<file path="config.mk">
export PLATFORM = sky130hd
export DESIGN_NAME = sram_port_arb
export DESIGN_NICKNAME = d
export VERILOG_FILES = /design/src/rtl/sram_port_arb.sv
export SDC_FILE = /design/constraint.sdc
export NUM_CORES = 1
export LEC_CHECK = 0
export CORE_ASPECT_RATIO = 0.8
export CORE_MARGIN = 5
export CORE_UTILIZATION = 40
export DETAILED_ROUTE_END_ITERATION = 8
export GPL_ROUTABILITY_DRIVEN = 0
export PLACE_DENSITY = 0.84
export SLEW_MARGIN = 20
export SYNTH_ARGS = -nofsm -noshare
export SYNTH_HDL_FRONTEND = slang
export SYNTH_SLANG_ARGS = --single-unit
</file>
<file path="constraint.sdc">
create_clock -name clk -period 4.6 [get_ports clk]
set_input_delay 0.92 -clock clk [delete_from_list [all_inputs] [get_ports clk]]
set_output_delay 0.92 -clock clk [all_outputs]
set_load 0.01 [all_outputs]
</file>
<file path="src/rtl/sram_port_arb.sv">
// sram_port_arb: round-robin wait-state sequencer sharing one async 16-bit SRAM; SRAM_ARB_FIXPRI_EN gives channel 0 fixed priority
module sram_port_arb #(
  parameter int CH = 4,
  parameter int AW = 22,
  parameter int WS = 3
) (
  input  logic             clk,
  input  logic             rst,
  input  logic [CH-1:0]    req,
  input  logic [CH-1:0]    we_lo,
  input  logic [CH-1:0]    we_hi,
  input  logic [CH*AW-1:0] addr,
  input  logic [CH*16-1:0] di,
  output logic [CH-1:0]    ack,
  output logic [15:0]      rdata,
  output logic [2:0]       gnt_idx,
  output logic [AW-1:0]    ram_addr,
  output logic [15:0]      ram_do,
  input  logic [15:0]      ram_di,
  output logic             ram_dir,
  output logic             ram_ce,
  output logic             ram_oe,
  output logic             ram_we,
  output logic             ram_ub,
  output logic             ram_lb
);
  localparam int IW = $clog2(CH);
  localparam int JW = IW + 1;
  typedef enum logic [1:0] {IDLE, SETUP, ACCESS, HOLD} state_t;
  state_t state;
  logic [3:0] cnt;
  logic [IW-1:0] ptr, win, nxt;
  logic [JW-1:0] idx;
  logic wl, wh, wr;
  if (CH < 2 || CH > 8 || WS < 1 || WS > 15) begin : g_bad_param
    $error("sram_port_arb: CH must be 2..8 and WS 1..15");
  end
  assign wr = wl | wh;
  assign nxt = (win == IW'(CH - 1)) ? '0 : win + IW'(1);
  // lowest offset from ptr wins, so scan offsets downward and let later hits override
  always_comb begin
    win = '0;
    idx = '0;
    for (int k = CH - 1; k >= 0; k--) begin
      idx = {1'b0, ptr} + JW'(k);
      idx = (idx >= JW'(CH)) ? idx - JW'(CH) : idx;
      win = req[idx[IW-1:0]] ? idx[IW-1:0] : win;
    end
`ifdef SRAM_ARB_FIXPRI_EN
    win = req[0] ? '0 : win;
`endif
  end
  always_ff @(posedge clk or negedge rst) begin
    if (!rst) begin
      state    <= IDLE;
      cnt      <= '0;
      ptr      <= '0;
      wl       <= 1'b0;
      wh       <= 1'b0;
      ack      <= '0;
      rdata    <= '0;
      gnt_idx  <= '0;
      ram_addr <= '0;
      ram_do   <= '0;
      ram_dir  <= 1'b0;
      ram_ce   <= 1'b1;
      ram_oe   <= 1'b1;
      ram_we   <= 1'b1;
      ram_ub   <= 1'b1;
      ram_lb   <= 1'b1;
    end else begin
      case (state)
        IDLE: if (|req) begin
          state    <= SETUP;
          gnt_idx  <= 3'(win);
          cnt      <= 4'(WS);
          ram_addr <= addr[int'(win)*AW +: AW];
          ram_do   <= di[int'(win)*16 +: 16];
          wl       <= we_lo[win];
          wh       <= we_hi[win];
          ram_dir  <= we_lo[win] | we_hi[win];
          ram_ce   <= 1'b0;
`ifdef SRAM_ARB_FIXPRI_EN
          if (win != '0) ptr <= nxt;
`else
          ptr <= nxt;
`endif
        end
        SETUP: begin
          state  <= ACCESS;
          ram_oe <= wr;
          ram_we <= !wr;
          ram_ub <= wr & !wh;
          ram_lb <= wr & !wl;
        end
        ACCESS: if (cnt == 4'd1) begin
          state  <= HOLD;
          ram_oe <= 1'b1;
          ram_we <= 1'b1;
          ack    <= CH'(1) << gnt_idx;
          if (!wr) rdata <= ram_di;
        end else begin
          cnt <= cnt - 4'd1;
        end
        HOLD: begin
          state   <= IDLE;
          ack     <= '0;
          ram_ce  <= 1'b1;
          ram_ub  <= 1'b1;
          ram_lb  <= 1'b1;
          ram_dir <= 1'b0;
        end
        default: state <= IDLE;
      endcase
    end
  end
endmodule

</file>
**Word-level counts from Yosys, hierarchy flattened**

Index checks and enable logic that the tools add are counted.
Widths: inputs -> output; s select.

- Output and inout port bits: 67
- Bits of input ports: 182
- Register bits after elaboration: 76
- Logic and storage cells: 106

- Reductions and logical operators: 17
- Mux-type cells: 38
- Equality and inequality tests: 8
- Shifts and indexed selects: 3
- Add/sub/neg operators: 9
- Magnitude comparators: 9
- $mul: 1
- Bitwise operators: 5

Operators by type and width:

| cell | count |
|---|---|
| $shiftx 88x8->22 | 1 |
| $shiftx 64x7->16 | 1 |
| $mux 2 | 11 |
| $pmux 4 s2 | 2 |
| $lt 2x3->1 const B | 5 |
| $bmux 1 s2 | 6 |
| $mux 4 | 3 |
| $pmux 1 s2 | 6 |
| $reduce_and 2->1 | 5 |
| $reduce_bool 2->1 | 5 |
| $ge 3x3->1 const B | 3 |
| $mux 1 | 9 |
| $pmux 2 s4 | 1 |
| $sub 2x1->2 const B | 4 |
| $add 2x2->3 const B | 2 |
| $eq 2x2->1 const B | 3 |
| $mul 2x4->6 const B | 1 |
| $ne 2x2->1 const B | 3 |
| $reduce_and 3->1 | 2 |
| $eq 4x1->1 const B | 1 |
| $reduce_or 4->1 | 1 |
| $shl 1x2->4 const A | 1 |
| $sub 4x1->4 const B | 1 |
| $add 2x1->3 const B | 1 |
| 8 further kinds | 12 |

**Depth between registers and ports, before layout**

- Depth after elaboration: 14
- Mapped depth: 10
- Depth with buffers taken out: 8

**Least setup slack after synthesis**

Ideal clock, no wire load.

- Kind: input port to flip-flop
- Start: in req[1]
- End: reg ram_addr[0]
- Path slack: 2.278 ns
- Library setup time: 0.095 ns
- Path buffers: 3
- Data arrival time: 2.226 ns
- Stages: 7
- Required time: 4.505 ns
- Cells stage by stage: nor4_1 nand2b_1 clkbuf_1 buf_2 clkbuf_1 nand2_1 o31ai_1

- Cells in the longest elaborated chain, start to end: 8
- Elaborated cells on any way between the ends: 16
- Classes of those cells: mul: 1; shift: 1; mux: 12; reduce/logical: 2

RTL lines:

| what | line | text |
|---|---|---|
| start, declared | 9 | `input logic [CH-1:0] req,` |
| $bmux 1 s2 | 47 | `win = req[idx[IW-1:0]] ? idx[IW-1:0] : win;` |
| $mux 1 (implied by the code) | 47 |  |
| $mux 2 (4 in a row) | 47 |  |
| $mul 2x4->6 | 77 | `ram_addr <= addr[int'(win)*AW +: AW];` |
| $shiftx 88x8->22 | 77 |  |
| end signal, assigned | 77 |  |
| end, declared | 17 | `output logic [AW-1:0] ram_addr,` |

Several ways; a longest one is shown, not always the timed one. The select of a mux whose other input is x is not followed.
A chain may end at the register's enable or synchronous reset.

**Final worst setup path**

- Start: in req[2]
- End: reg ram_do[13]

- Cells in the longest elaborated chain, start to end: 7
- Elaborated cells on any way between the ends: 15
- Classes of those cells: shift: 1; mux: 12; reduce/logical: 2

RTL lines:

| what | line | text |
|---|---|---|
| $bmux 1 s2 | 47 |  |
| $mux 1 (implied by the code) | 47 |  |
| $mux 2 (4 in a row) | 47 |  |
| $shiftx 64x7->16 | 78 | `ram_do <= di[int'(win)*16 +: 16];` |
| end signal, assigned | 78 |  |
| end, declared | 18 | `output logic [15:0] ram_do,` |

Several ways; a longest one is shown, not always the timed one. The select of a mux whose other input is x is not followed.

==> impl_metrics.json <==
{
  "status": "finished, final reports clean",
  "stdcell_area_mm2": 0.00720,
  "crit_required_ns": 4.83,
  "top_usage_layer": "met2",
  "fp.dieH_um": 103,
  "p_leak_nw": 2.98,
  "ctsResizeCount": 0,
  "cts_buffer_depth": 2,
  "fp-row-count": 34,
  "layout-drive-gt1-share_pct": 7.35,
  "ctsHtreeMaxLevel": 3,
  "cts_setup_buffers": 0,
  "grt_max_degree": 77,
  "drtIter0Drc": 274,
  "nNetsFinal": 905,
  "final_antenna_net_count": 0,
  "synthMuxAreaShare_pct": 6.16,
  "p_total_mw": 4.23,
  "synth_cells": 491,
  "synthFlopType": "dfrtp_1",
  "antenna_cells": 0,
  "min_path_type": "reg2reg",
  "crit_arrival_ns": 3.54,
  "grt_pass1_wl_mm": 22.5,
  "cts.root.buffer_cell": "clkbuf_16",
  "clkLatencyLatePin_ns": 0.33,
  "gr-usage-all-layers_pct": 21.2,
  "rsz0062_at_grt": "no",
  "synthToLayoutAreaGrowth_pct": 65.0,
  "synthAdderAreaFrac_pct": 2.01,
  "ys_seq_elements": 76,
  "use_met3_pct": 6.21,
  "r2r_cells": 7,
  "dpl_cell_area_mm2": 0.00689,
  "finalSetupViolations": 0,
  "dieArea_mm2": 0.0131,
  "start_util_pct": 40.5,
  "synth_top_family_by_area": "simple AND/OR/NAND/NOR gates",
  "firstDrtPassIters": 4,
  "routed_wl_mm": 14.1,
  "grt_overflow": 0,
  "cts_tree": "built",
  "drc": 0,
  "synth_edf_count": 0,
  "peakVddDrop_mv": 0.274,
  "synth_area_mm2": 0.00436,
  "core_area_mm2": 0.0108,
  "start_kind": "primary input",
  "finalCritPeriodShare_pct": 71.9,
  "period_needed_ns": 3.31,
  "clk_pin_slew_ns": 0.06,
  "crit_type": "in2reg",
  "finClkSkew_ns": 0.00888,
  "powerDensity_mw_per_mm2": 587,
  "slew_headroom_pct": 36.2,
  "dp_hpwl_mm": 10.7,
  "final_max_slew_viol_count": 0,
  "yosys.area_share.simple_pct": 24.7,
  "syn_nets": 680,
  "hold_viol_final": 0,
  "synth-xor-area-share_pct": 0.602,
  "cts_buffers": 9,
  "maxCapViolations": 0,
  "seq_area_frac_synth_pct": 43.7,
  "worstMarginPinSlew_ns": 0.956,
  "drt-wirelength-per-cell_um": 16.3,
  "vias_per_cell": 5.09,
  "fmax_mhz": 302,
  "clkSinkCount": 76,
  "portBuffers": 247,
  "setup_tns_ns": 0,
  "critPathMaxFanout": 43,
  "holdBufCountCts": 0,
  "synth_compound_area_share_pct": 17.7,
  "antenna_found_initial": 0,
  "grt.met2_usage_pct": 38.9,
  "met1_usage_pct": 25.1,
  "route.vias.total": 4404,
  "ys_types": 38,
  "worstHoldPathCells": 2,
  "ios": 249,
  "ys.warnings.count": 0,
  "cp-end-kind": "flop",
  "reg2reg_slack_ns": 1.80,
  "die_w_um": 127,
  "syn_area_per_cell_um2": 8.89,
  "grt_pass1_vias": 4497,
  "async_reset_ff_share_pct": 100
}
final timing paths:
| check | from | to |
|---|---|---|
| worst min register to register | ram_addr[2] | ram_addr[2] |
| worst min-delay path | ram_addr[2] | ram_addr[2] |
| min in group asynchronous | rst | ram_addr[0] |
| max in group asynchronous | rst | ram_addr[12] |
| worst max register to register | ptr[1] | ram_do[13] |
| worst max-delay path | req[2] | ram_do[13] |
logic make-up after synthesis:
group                      Yosys count
other                                1
adders and majority gates            7
AOI/OAI and AO/OA                  106
and+or+nand+nor                    227
xor gates and xnor gates             3
muxes                               22
buffers and inverters               49
DFF                                 76
metal layers:
metal | vias up | wire (um)
met1 | 2064 | 5600
li1 | 2172 | -
met4 | 0 | 158
met2 | 154 | 7350
met3 | 14 | 964
met5 | - | 0
state kept, by name, indices dropped and copies added, names as in the netlist:
signal / count
ptr: 2
wh: 1
ram_dir: 1
ram_addr: 22
cnt: 4
rdata: 16
ram_do: 16
gnt_idx: 2
state: 2
wl: 1
ram_lb: 1
ram_ce: 1
ack: 4
ram_we: 1
ram_ub: 1
ram_oe: 1
placed cells by master (no fill, tap or decap), drive strengths merged:
cell type      instances
dfrtp                 71
clkbuf                10
nand3b                 1
a211o                  2
and2                  39
nand3                  2
xnor2                  3
o31ai                 40
inv                   12
nor2b                  2
mux4                   2
a221o                  1
a21oi                  5
conb                   1
o211ai                 1
ha                     7
bufinv                 1
nor4b                  1
o22ai                  1
and3                  38
buf                    7
o32a                   1
a32oi                  1
clkinvlp               3
mux2i                  1
o21ai                 12
o31a                   1
nor2                  10
clkdlybuf4s50        246
dfstp                  5
nand2b                 4
mux2                  19
a211oi                38
nor4                   2
nand2                128
o41ai                  2
a221oi                 1
cell usage after synthesis, types with 7 or more instances:
master	number	area, um^2
a211oi_1	38	285
and2_0	36	225
and3_1	38	238
buf_2	9	45.0
clkbuf_1	25	93.8
dfrtp_1	71	1780
ha_1	7	87.6
inv_1	10	37.5
mux2_2	19	214
nand2_1	128	480
nor2_1	10	37.5
o21ai_0	11	55.1
o31ai_1	40	300
where the power goes:
| part | switching (mW) | total (mW) | internal (mW) | leakage (nW) |
|---|---|---|---|---|
| clock network | 0.286 | 0.724 | 0.439 | 0.142 |
| logic | 1.11 | 2.27 | 1.16 | 1.93 |
| registers | 0.207 | 1.23 | 1.03 | 0.915 |
| total | 1.60 | 4.23 | 2.62 | 2.98 |
layout make-up:
cell class,count,area (um^2)
fill,873,3560
timing repair buffer,253,2510
multi-input combinational,366,2250
sequential,76,1910
clock buffer,10,239
tap,144,180
clock inverter,6,70.1
inverter,10,37.5
through the flow:
stage                     worst slack (ns)  util [%]  std cells  hold WS (ns)
after global routing                  1.04      66.9        865         0.488
after floorplan                       2.28         -        491         0.441
after CTS                             1.32      66.9        865         0.478
after detailed placement             0.996      64.0        849         0.466
final                                 1.29      66.9        865         0.472
after global placement                1.13      64.0        849         0.458
critical path: stages:
cell             delay (ns)
clkdlybuf4s50_1        0.52
nand2b_1               0.07
a21oi_1                0.30
a221o_2                0.70
buf_4                  0.46
nand2_1                0.11
and3_1                 0.18
o31ai_1                0.25
(Power assumes the default switching activity.)
